### config.mk
export PLATFORM = sky130hd
export DESIGN_NAME = mic_volume_meter_flat
export DESIGN_NICKNAME = d
export VERILOG_FILES = /design/src/rtl/mic_volume_meter_if.sv /design/src/rtl/mic_volume_meter.sv /design/src/flat_wrapper.sv
export SDC_FILE = /design/constraint.sdc
export NUM_CORES = 1
export LEC_CHECK = 0
export BUFFER_PORTS_ARGS = -buffer_cell sky130_fd_sc_hd__buf_2
export CAP_MARGIN = 20
export CORE_ASPECT_RATIO = 0.9
export CORE_MARGIN = 2
export CORE_UTILIZATION = 50
export CTS_CLUSTER_DIAMETER = 40
export DETAILED_ROUTE_END_ITERATION = 6
export PLACE_DENSITY_LB_ADDON = 0.15
export RECOVER_POWER = 25
export SLEW_MARGIN = 20
export SYNTH_ARGS = -nofsm -noshare
export SYNTH_HDL_FRONTEND = slang
export SYNTH_SLANG_ARGS = --single-unit
export TNS_END_PERCENT = 5
### constraint.sdc
create_clock -name clk -period 2.85 [get_ports clk]
set_input_delay 0.285 -clock clk [delete_from_list [all_inputs] [get_ports clk]]
set_output_delay 0.285 -clock clk [all_outputs]
set_load 0.02 [all_outputs]
### src/rtl/mic_volume_meter_if.sv
// rtl/mic_volume_meter_if.sv - mic sample input and volume output bundle for mic_volume_meter.
// master drives samples and observes the level; slave is the meter itself.
interface mic_volume_meter_if #(
   parameter int SAMPLE_W = 12
);
   logic [SAMPLE_W-1:0] mic_in;
   logic                mic_valid;
   logic [4:0]          volume;
   logic                volume_valid;
   logic [SAMPLE_W-1:0] peak_out;

   modport master (
      output mic_in, mic_valid,
      input  volume, volume_valid, peak_out
   );

   modport slave (
      input  mic_in, mic_valid,
      output volume, volume_valid, peak_out
   );
endinterface

### src/rtl/mic_volume_meter.sv
// rtl/mic_volume_meter.sv - windowed peak-deviation meter producing a 0..MAX_LEVEL volume level.
// Optional MIC_VOLUME_DECAY_EN: falling levels step down by one per window instead of jumping.
module mic_volume_meter #(
   parameter int SAMPLE_W  = 12,
   parameter int WINDOW    = 4096,
   parameter int OFFSET    = 2048,
   parameter int SHIFT     = 7,
   parameter int MAX_LEVEL = 15
) (
   input  logic                clk,
   input  logic                rst,
   mic_volume_meter_if.slave   bus
);
   localparam int CNT_W = (WINDOW > 2) ? $clog2(WINDOW) : 1;
   localparam logic [SAMPLE_W-1:0] MID      = SAMPLE_W'(OFFSET);
   localparam logic [SAMPLE_W-1:0] LVL_MAX  = SAMPLE_W'(MAX_LEVEL);
   localparam logic [CNT_W-1:0]    CNT_LAST = CNT_W'(WINDOW - 1);

   logic [SAMPLE_W-1:0] peak;
   logic [CNT_W-1:0]    count;
   logic [SAMPLE_W-1:0] mag;
   logic [SAMPLE_W-1:0] final_peak;
   logic [SAMPLE_W-1:0] shifted;
   logic [4:0]          level;
   logic [4:0]          next_volume;
   logic                last;

   always_comb begin
      mag        = (bus.mic_in >= MID) ? (bus.mic_in - MID) : (MID - bus.mic_in);
      final_peak = (mag > peak) ? mag : peak;
      shifted    = final_peak >> SHIFT;
      level      = (shifted > LVL_MAX) ? 5'(MAX_LEVEL) : shifted[4:0];
      last       = (count == CNT_LAST);
`ifdef MIC_VOLUME_DECAY_EN
      // Rises are shown at once; falls bleed off one step per window so the bar does not flicker.
      next_volume = (level >= bus.volume) ? level : (bus.volume - 5'd1);
`else
      next_volume = level;
`endif
   end

   always_ff @(posedge clk or posedge rst) begin
      if (rst) begin
         peak             <= '0;
         count            <= '0;
         bus.volume       <= '0;
         bus.volume_valid <= 1'b0;
         bus.peak_out     <= '0;
      end else begin
         bus.volume_valid <= 1'b0;
         if (bus.mic_valid) begin
            if (last) begin
               // The closing sample counts toward this window's peak.
               bus.peak_out     <= final_peak;
               bus.volume       <= next_volume;
               bus.volume_valid <= 1'b1;
               peak             <= '0;
               count            <= '0;
            end else begin
               peak  <= final_peak;
               count <= count + CNT_W'(1);
            end
         end
      end
   end
endmodule

### src/flat_wrapper.sv
// flat-port wrapper written by rule: the top's interface ports become plain ports
module mic_volume_meter_flat 
#(
   parameter int SAMPLE_W  = 12,
   parameter int WINDOW    = 4096,
   parameter int OFFSET    = 2048,
   parameter int SHIFT     = 7,
   parameter int MAX_LEVEL = 15
)
  (clk, rst, bus_mic_in, bus_mic_valid, bus_volume, bus_volume_valid, bus_peak_out);
  mic_volume_meter_if #(.SAMPLE_W(SAMPLE_W)) bus_i ();
  input  logic clk;
  input  logic rst;
  input wire logic [$bits(bus_i.mic_in)-1:0] bus_mic_in;
  input wire logic [$bits(bus_i.mic_valid)-1:0] bus_mic_valid;
  output wire logic [$bits(bus_i.volume)-1:0] bus_volume;
  output wire logic [$bits(bus_i.volume_valid)-1:0] bus_volume_valid;
  output wire logic [$bits(bus_i.peak_out)-1:0] bus_peak_out;
  assign bus_i.mic_in = bus_mic_in;
  assign bus_i.mic_valid = bus_mic_valid;
  assign bus_volume = bus_i.volume;
  assign bus_volume_valid = bus_i.volume_valid;
  assign bus_peak_out = bus_i.peak_out;
  mic_volume_meter #(.SAMPLE_W(SAMPLE_W), .WINDOW(WINDOW), .OFFSET(OFFSET), .SHIFT(SHIFT), .MAX_LEVEL(MAX_LEVEL)) u_core (.clk(clk), .rst(rst), .bus(bus_i));
endmodule
======== Yosys cells after proc, flatten, opt, wreduce, memory -nomap -nowiden ========
Cells that the tools add are included.
storage, ports and cells
  flip-flop bits (word level) ............. 42
  latch bits .............................. 0
  memory bits (writable) .................. 0
  bits in read-only memories .............. 0
  output and inout bits ................... 18
  logic and storage cells ................. 20
  memories kept ........................... 0
operators by class
  add/subtract/negate cells ............... 3
  multipliers ............................. 0
  div/mod/pow operators ................... 0
  magnitude comparators ................... 3
  equality and inequality tests ........... 1
  shifts and indexed selects .............. 0
  multiplexer cells ....................... 7
  bitwise gates (word level) .............. 0
  reductions and logical operators ........ 1
operators by type and width
  operator                                                              number
  12-bit two-way mux                                                    4
  12-bit by 1-bit adder with 12-bit output, second input constant       1
  12-bit equality test, second input constant                           1
  12-bit greater-or-equal comparator, second input constant             1
  12-bit > comparator                                                   1
  12-bit subtractor, first input constant                               1
  12-bit subtractor, second input constant                              1
  5-bit by 4-bit > comparator with 1-bit output, second input constant  1
  5-bit two-way mux                                                     1
  1-bit two-way mux                                                     2
  2-bit AND reduction                                                   1

======== Depth between registers and ports, before layout ========
Gate-level depths: netlist of the first run.
  depth in word-level cells ............... 6
  gate-level depth with buffers ........... 13
  mapped depth without buffers ............ 12

======== Worst setup path before layout of the first run ========
No wires, ideal clock.
  path kind ............................... input to register
  start point ............................. in bus_mic_in[0]
  end point ............................... reg u_core.peak[0]
  library setup time ...................... 121 ps
  arrival time ............................ 2677 ps
  data required time ...................... 2729 ps
  slack ................................... 52 ps
  stages .................................. 12
  cells stage by stage .................... inv_1 -> ha_1 -> nor2b_1 -> a31oi_1 -> xor2_1 -> ha_1 -> nand4_1 -> or4_4 -> a21boi_4 -> and2_4 -> buf_6 -> a22o_1
between the ends
  word-level cells in the longest chain between the ends .. 5
  elaborated cells between the ends (all ways) .. 7
RTL lines
  element                                                                         line                    RTL
  start, declared                                                                 flat_wrapper.sv:14      input wire logic [$bits(bus_i.mic_in)-1:0] bus_mic_in;
  12-bit subtractor / 12-bit greater-or-equal comparator (equally long branches)  mic_volume_meter.sv:29  mag = (bus.mic_in >= MID) ? (bus.mic_in - MID) : (MID - bus.mic_in);
  12-bit two-way mux *                                                            mic_volume_meter.sv:29
  12-bit > comparator                                                             mic_volume_meter.sv:30  final_peak = (mag > peak) ? mag : peak;
  12-bit two-way mux *                                                            mic_volume_meter.sv:30
  12-bit two-way mux *                                                            mic_volume_meter.sv:52  if (last) begin
  end signal, assigned                                                            mic_volume_meter.sv:60  peak <= final_peak;
  end, declared                                                                   mic_volume_meter.sv:19  logic [SAMPLE_W-1:0] peak;
Every way passes the cells marked *; elsewhere a longest branch is shown, timed or not.
A chain may end at the register's enable or synchronous reset.

======== Worst setup path in the final report of the first run ========
  start point ............................. in bus_mic_in[0]
  end point ............................... reg u_core.bus.volume[1]
between the ends
  word-level cells in the longest chain between the ends .. 6
  elaborated cells between the ends (all ways) .. 8
RTL lines
  element                                                                         line                       RTL
  12-bit subtractor / 12-bit greater-or-equal comparator (equally long branches)  mic_volume_meter.sv:29
  12-bit two-way mux *                                                            mic_volume_meter.sv:29
  12-bit > comparator                                                             mic_volume_meter.sv:30
  12-bit two-way mux *                                                            mic_volume_meter.sv:30
  5-bit by 4-bit > comparator with 1-bit output                                   mic_volume_meter.sv:32     level = (shifted > LVL_MAX) ? 5'(MAX_LEVEL) : shifted[4:0];
  5-bit two-way mux *                                                             mic_volume_meter.sv:32
  end signal, assigned                                                            mic_volume_meter.sv:55     bus.volume <= next_volume;
  end, declared                                                                   mic_volume_meter_if.sv:19  output volume, volume_valid, peak_out
Marked as above.

==> metrics, run 1 <==
status complete, but fails checks; failing checks max-capacitance violations, max-slew violations; Worst path max stage delay 0.53 ns; endpoints failing setup 0; slowest cell on the critical path or4_4; DR pass1 iterations 4; routability cong. 0.818; Routed Wire Length 4.99 mm; #FFs+latches synth 42; Post-Syn Instances 242; Cell Chain, Critical Path buf_2, inv_1, ha_1, nor2b_4, buf_4, a21oi_1, xor2_1, ha_1, nand4_1, or4_4, nor4b_1, nor4_4, nand3_1; Worst VDD drop 0.413 mV; finished layout cell area 2890 um2; I/O pins 33; Power Density 644 nW/um2; Hold Violations, Final 0; clk buf depth 2; Core Util, Final 0.644; slew of the pin with the lowest slew margin 2.18 ns; Cell Rows 23; initial antenna violation count 0; final period utilization 0.942; via count 1915; post-DP HPWL 3.73 mm; Post-Syn Area 2350 um2; fmax 0.372 GHz; worst endpoint required time 3.02 ns; # DRC 0; Clock Skews 0.00295 ns; main flop type after synthesis dfrtp_1; Post-Syn Area per Cell 9.70 um2; clock buffer count from CTS 5; Area growth syn-to-layout 23.1%; Final Power 1.86 mW; CTS tree built; first-pass GRT wire length 8.79 mm; # diodes 0; vias in the first global route 1908; die outline width 76.2 um; starting density of the core 0.523; P_leak 1.47 nW; CP Max Fanout 5; clock root buffer clkbuf_8; Placed Instance Area 2770 um2; Startpoint Class input port; Worst-Skew Late Latency 0.29 ns; crit path DAT 2.85 ns; Yosys Warn Count 0; Max Cap Viol 1; GRT Total Usage 0.206; Die Footprint 5260 um2; share of cells above drive strength 1 0.265; FILL cells 399; commonest non-fill, non-tap cell in the layout dfrtp_1; Yosys cell types 39; Via density 5.20; Port Buf Inserts 32; Tmin final 2.69 ns; H-Tree Depth 2; Final Max Slew Viols 43; CP Capture Type flip-flop; core area 4490 um2; Crit Path Class input port to flip-flop; most frequent cells in the layout dfrtp_1, nand2_1, buf_2; largest net degree at the start of global routing 43; worst min path class input port to flip-flop; Syn Nets 271; post-route ant nets 0; NumNets Final 334; Worst slew margin -0.452; crit-path most repeated cell ha_1; mean routed wirelength per cell 13.5 um; Die Ht 69.0 um; grt ovf 0; number of synthesized flops with an enable pin 0; Min Hold Slack 0.277 ns; Reg clk slew, reported paths 0.08 ns; Iteration-0 DRC Markers 103; asr flop ratio synth 1.00; CTS Sinks 42; sequential share of the synthesized area 0.448
## registers in the layout, indices dropped and copies added (netlist names)
signal                   count
u_core.bus.volume            5
u_core.peak                 12
u_core.bus.volume_valid      1
u_core.count                12
u_core.bus.peak_out         12
## where the power goes
group / internal (mW) / switching, mW
clock network: 0.173 / 0.210
registers: 0.701 / 0.0903
logic: 0.318 / 0.370
total: 1.19 / 0.670
## critical path: cells and delay by family
family | cells | cell delay (ns)
adder cells (fa/ha/maj) | 2 | 0.48
buffers and inverters | 3 | 0.30
AND/OR/NAND/NOR | 6 | 1.53
AO/OA/AOI/OAI | 1 | 0.06
XOR/XNOR | 1 | 0.19
## final cells by class
type / instances / area (um2) / area share
clock buffers: 6 / 72.6 / 0.0251
clock inverters: 2 / 13.8 / 0.00476
inverters: 23 / 86.3 / 0.0299
multi-input cells: 170 / 1200 / 0.415
flip-flops and latches: 42 / 1050 / 0.364
well taps: 62 / 77.6 / 0.0268
repair buffers: 63 / 389 / 0.135
## cells in the mapped netlist (2+ instances only)
master	n	area, um2
nor2_1	13	48.8
o21ai_0	5	25.0
mux2_2	3	33.8
o221ai_1	3	26.3
nand2b_1	3	18.8
nand2_1	37	139
o311ai_1	4	35.0
inv_1	22	82.6
mux2i_1	2	20.0
clkbuf_1	4	15.0
nand4_1	6	37.5
o311ai_0	2	17.5
dfrtp_1	42	1050
a22o_1	12	105
nand3_1	14	70.1
xnor2_1	9	78.8
xor2_1	9	78.8
ha_1	14	175
a21oi_1	8	40.0
a31oi_1	3	18.8
and3_1	2	12.5
nor4b_1	2	17.5
nor3_1	4	20.0
and2_1	4	25.0
## per-stage QoR
stage / setup TNS, ns / setup WS (ns) / cells
2_1_floorplan: 0 / 0.0518 / 242
3_3_place_gp: -2.20 / -0.137 / 359
3_5_place_dp: -3.99 / -0.225 / 359
4_1_cts: 0 / 0.0700 / 367
5_1_grt: -0.0124 / -0.00653 / 368
6_report: 0 / 0.164 / 368
## final timing paths
kind	from	endpoint	slack, ns	cells after the start
worst max-delay path	bus_mic_in[0]	u_core.bus.volume[1]$_DFFE_PP0P_	0.16	13
worst min-delay path	bus_mic_valid	u_core.count[0]$_DFFE_PP0P_	0.28	2
worst max register to register	u_core.peak[3]$_DFFE_PP0P_	u_core.bus.volume[1]$_DFFE_PP0P_	0.51	8
worst min register to register	u_core.bus.peak_out[7]$_DFFE_PP0P_	u_core.bus.peak_out[7]$_DFFE_PP0P_	0.47	2
max in group asynchronous	rst	u_core.bus.peak_out[7]$_DFFE_PP0P_	0.83	3
min in group asynchronous	rst	u_core.bus.volume[4]$_DFFE_PP0P_	0.78	3
## per-layer routing
metal | track usage | routed length, um | part of all wire
met1 | 0.294 | 2580 | 0.52
met2 | 0.324 | 2210 | 0.44
met3 | 0.0353 | 134 | 0.027
met4 | 0.0545 | 53 | 0.011
met5 | 0 | 0 | 0
## cells by family (layout without fill, tap and decap cells)
| family | Yosys count | in the layout | share of synthesized area |
|---|---|---|---|
| AO/OA/AOI/OAI | 41 | 41 | 0.135 |
| XOR/XNOR | 18 | 18 | 0.0671 |
| adder cells (fa/ha/maj) | 14 | 14 | 0.0746 |
| buffers and inverters | 30 | 94 | 0.0533 |
| flip-flops | 42 | 42 | 0.448 |
| multiplexers | 5 | 5 | 0.0229 |
| AND/OR/NAND/NOR | 92 | 92 | 0.199 |
## timing repair
item | CTS | global route
endpoints found under the setup margin | 0 | 22
setup buffers | 0 | 1
hold buffers | 0 | 0
resized for setup | 0 | 4
Power figures use the tool's default switching activity.
==> run 2: changes to the inputs <==
--- a/config.mk
+++ b/config.mk
@@ -7,7 +7,6 @@
 export LEC_CHECK = 0
 export BUFFER_PORTS_ARGS = -buffer_cell sky130_fd_sc_hd__buf_2
 export CAP_MARGIN = 20
-export CORE_ASPECT_RATIO = 0.9
 export CORE_MARGIN = 2
 export CORE_UTILIZATION = 50
 export CTS_CLUSTER_DIAMETER = 40
==> metrics, run 2 (synthesis results as in run 1) <==
first-pass GRT wire length 8.33 mm (-5.3%); Worst VDD drop 0.327 mV (-21%); Cell Rows 24 (+4.3%); P_leak 1.46 nW (-0.51%); initial antenna violation count 0 (unchanged); multi-input logic area 1180 um2 (-1.7%); DR pass1 iterations 4 (unchanged); NumNets Final 332 (-0.60%); Reg clk slew, reported paths 0.09 ns (about the same); CTS Sinks 42 (unchanged); Bufs and invs on worst path 3 (unchanged); Reg area 1050 um2 (unchanged); Int Pwr 1.27 mW (+6.8%); I/O pins 33 (unchanged); Clock Skews 0.0108 ns (+0.00787 ns); DP Cell Count 348 (-3.1%); commonest non-fill, non-tap cell in the layout dfrtp_1; CTS tree built; Post-CTS Setup Repair Bufs 0 (unchanged); Tmin final 2.68 ns (-0.00824 ns); # DRC 0 (unchanged); core area 4440 um2 (-1.0%); mean routed wirelength per cell 13.2 um (-2.5%); Startpoint Class input port; Worst path max stage delay 0.49 ns (-0.04 ns); Max Cap Viol 1 (unchanged); Area growth syn-to-layout 22.2%; Worst slew margin -0.456 (-0.00419); Crit Path Class input port to flip-flop; fmax 0.373 GHz (+0.31%); final period utilization 0.940 (-0.00289); H-Tree Depth 2 (unchanged); share of cells above drive strength 1 0.263 (-0.00155); cell family with most CP delay simple AND/OR/NAND/NOR gates; Die Footprint 5260 um2 (about the same); via count 1884 (-1.6%); most frequent cells in the layout dfrtp_1, nand2_1, buf_2; CP Capture Type flip-flop; sw frac 0.339 (-0.0210); grt ovf 0 (unchanged); Hold Violations, Final 0 (unchanged); setup total negative slack 0 ns (unchanged); die outline width 72.5 um (-4.9%); R2R setup slack 0.50 ns (about the same); failing checks max-capacitance violations, max-slew violations; post-route ant nets 0 (unchanged); worst min path class input port to flip-flop; Min Hold Slack 0.273 ns (-0.00415 ns); post-DP HPWL 3.54 mm (-5.0%); Routed Wire Length 4.70 mm (-5.7%); pre-CTS setup slack -0.250 ns (-0.0249 ns); routability cong. 0.790 (-3.4%); endpoints failing setup 0 (unchanged); Power Density 670 nW/um2 (+4.1%); Flop pwr share 0.407 (-0.018); # diodes 0 (unchanged); crit path DAT 2.84 ns (about the same); Final Instance Count excl. Fillers 356 (-3.3%); slack of the critical path 0.172 ns (+0.00824 ns); Via density 5.29 (+1.7%); finished layout cell area 2870 um2 (-0.69%); Final Max Slew Viols 43 (unchanged); GRT Total Usage 0.207 (+0.00182); Placed Instance Area 2750 um2 (-0.72%); largest registers u_core.bus.peak_out: 12 flops, u_core.count: 12 flops, u_core.peak: 12 flops; Clock power frac 0.246 (+0.040); worst endpoint required time 3.01 ns (about the same); Worst-Skew Late Latency 0.30 ns (about the same); Comb pwr share 0.346 (-0.023); Cell Chain, Critical Path buf_2, buf_4, nor3_1, buf_4, nor2_1, xnor2_1, ha_1, nand3_1, o221ai_1, a221oi_2, nor4b_1, nor4_4, nand3_1; FILL cells 378 (-5.3%); slew of the pin with the lowest slew margin 2.18 ns (+0.00629 ns); status complete, but fails checks; RSZ-0062 raised after global routing no; largest net degree at the start of global routing 43 (unchanged); clk buf depth 2 (unchanged); CP Max Fanout 5 (unchanged); Die Ht 72.5 um (+5.1%); vias in the first global route 1768 (-7.3%); Port Buf Inserts 32 (unchanged); Sw Pwr 0.652 mW (-2.6%); clock buffer count from CTS 5 (unchanged); clock root buffer clkbuf_8; slowest cell on the critical path a221oi_2; Iteration-0 DRC Markers 88 (-15%); starting density of the core 0.528 (+0.00530)
run 2: cell types whose count changed in the layout (fill, tap and decap cells not counted):
cell | previous run | this run
clkinvlp_4 | 0 | 2
clkinv_2 | 1 | 0
nor4_4 | 2 | 1
a221oi_2 | 0 | 1
buf_4 | 30 | 28
clkinv_4 | 1 | 0
clkbuf_1 | 2 | 1
a221oi_4 | 1 | 0
bufinv_16 | 0 | 1
nor4_2 | 0 | 1
run 2: cell type report:
cell class                      count  area share
Clock buffer                        5      0.0240
Clock inverter                      3      0.0157
Inverter                           23      0.0301
Multi-Input combinational cell    170       0.411
Sequential cell                    42       0.366
Tap cell                           52      0.0227
Timing Repair Buffer               61       0.130
run 2: final timing paths:
check / from / to / depth (start not counted)
max: bus_mic_in[0] / u_core.bus.volume[0]$_DFFE_PP0P_ / 13
min: bus_mic_valid / u_core.count[0]$_DFFE_PP0P_ / 2
max reg2reg: u_core.peak[2]$_DFFE_PP0P_ / u_core.bus.volume[0]$_DFFE_PP0P_ / 8
min reg2reg: u_core.bus.peak_out[8]$_DFFE_PP0P_ / u_core.bus.peak_out[8]$_DFFE_PP0P_ / 2
max in group asynchronous: rst / u_core.bus.volume[0]$_DFFE_PP0P_ / 3
min in group asynchronous: rst / u_core.count[2]$_DFFE_PP0P_ / 3
run 2: power groups by stage:
stage / Sequential (mW) / Combinational (mW) / Clock, mW
2_1_floorplan: 0.776 / 0.468 / 0
3_3_place_gp: 0.793 / 0.649 / 0
3_5_place_dp: 0.793 / 0.663 / 0
4_1_cts: 0.783 / 0.670 / 0.487
5_1_grt: 0.802 / 0.755 / 0.511
6_report: 0.784 / 0.666 / 0.474
run 2: repair_timing:
action | CTS | global route
gates resized for setup | 0 | 2
endpoints found under the hold margin | 0 | 0
hold buffers | 0 | 0
endpoints found under the setup margin | 0 | 23
run 2: per-stage QoR:
stage / utilization / power, mW
2_1_floorplan: - / 1.24
3_3_place_gp: 0.619 / 1.44
3_5_place_dp: 0.619 / 1.46
4_1_cts: 0.645 / 1.94
5_1_grt: 0.646 / 2.07
6_report: 0.646 / 1.92
run 2: per-layer routing:
layer  vias up  track usage  part of all wire
li1        970            -                 -
met1       864        0.289              0.48
met2        45        0.312              0.46
met3         5       0.0486             0.044
met4         0       0.0844             0.017
met5         -            0                 0
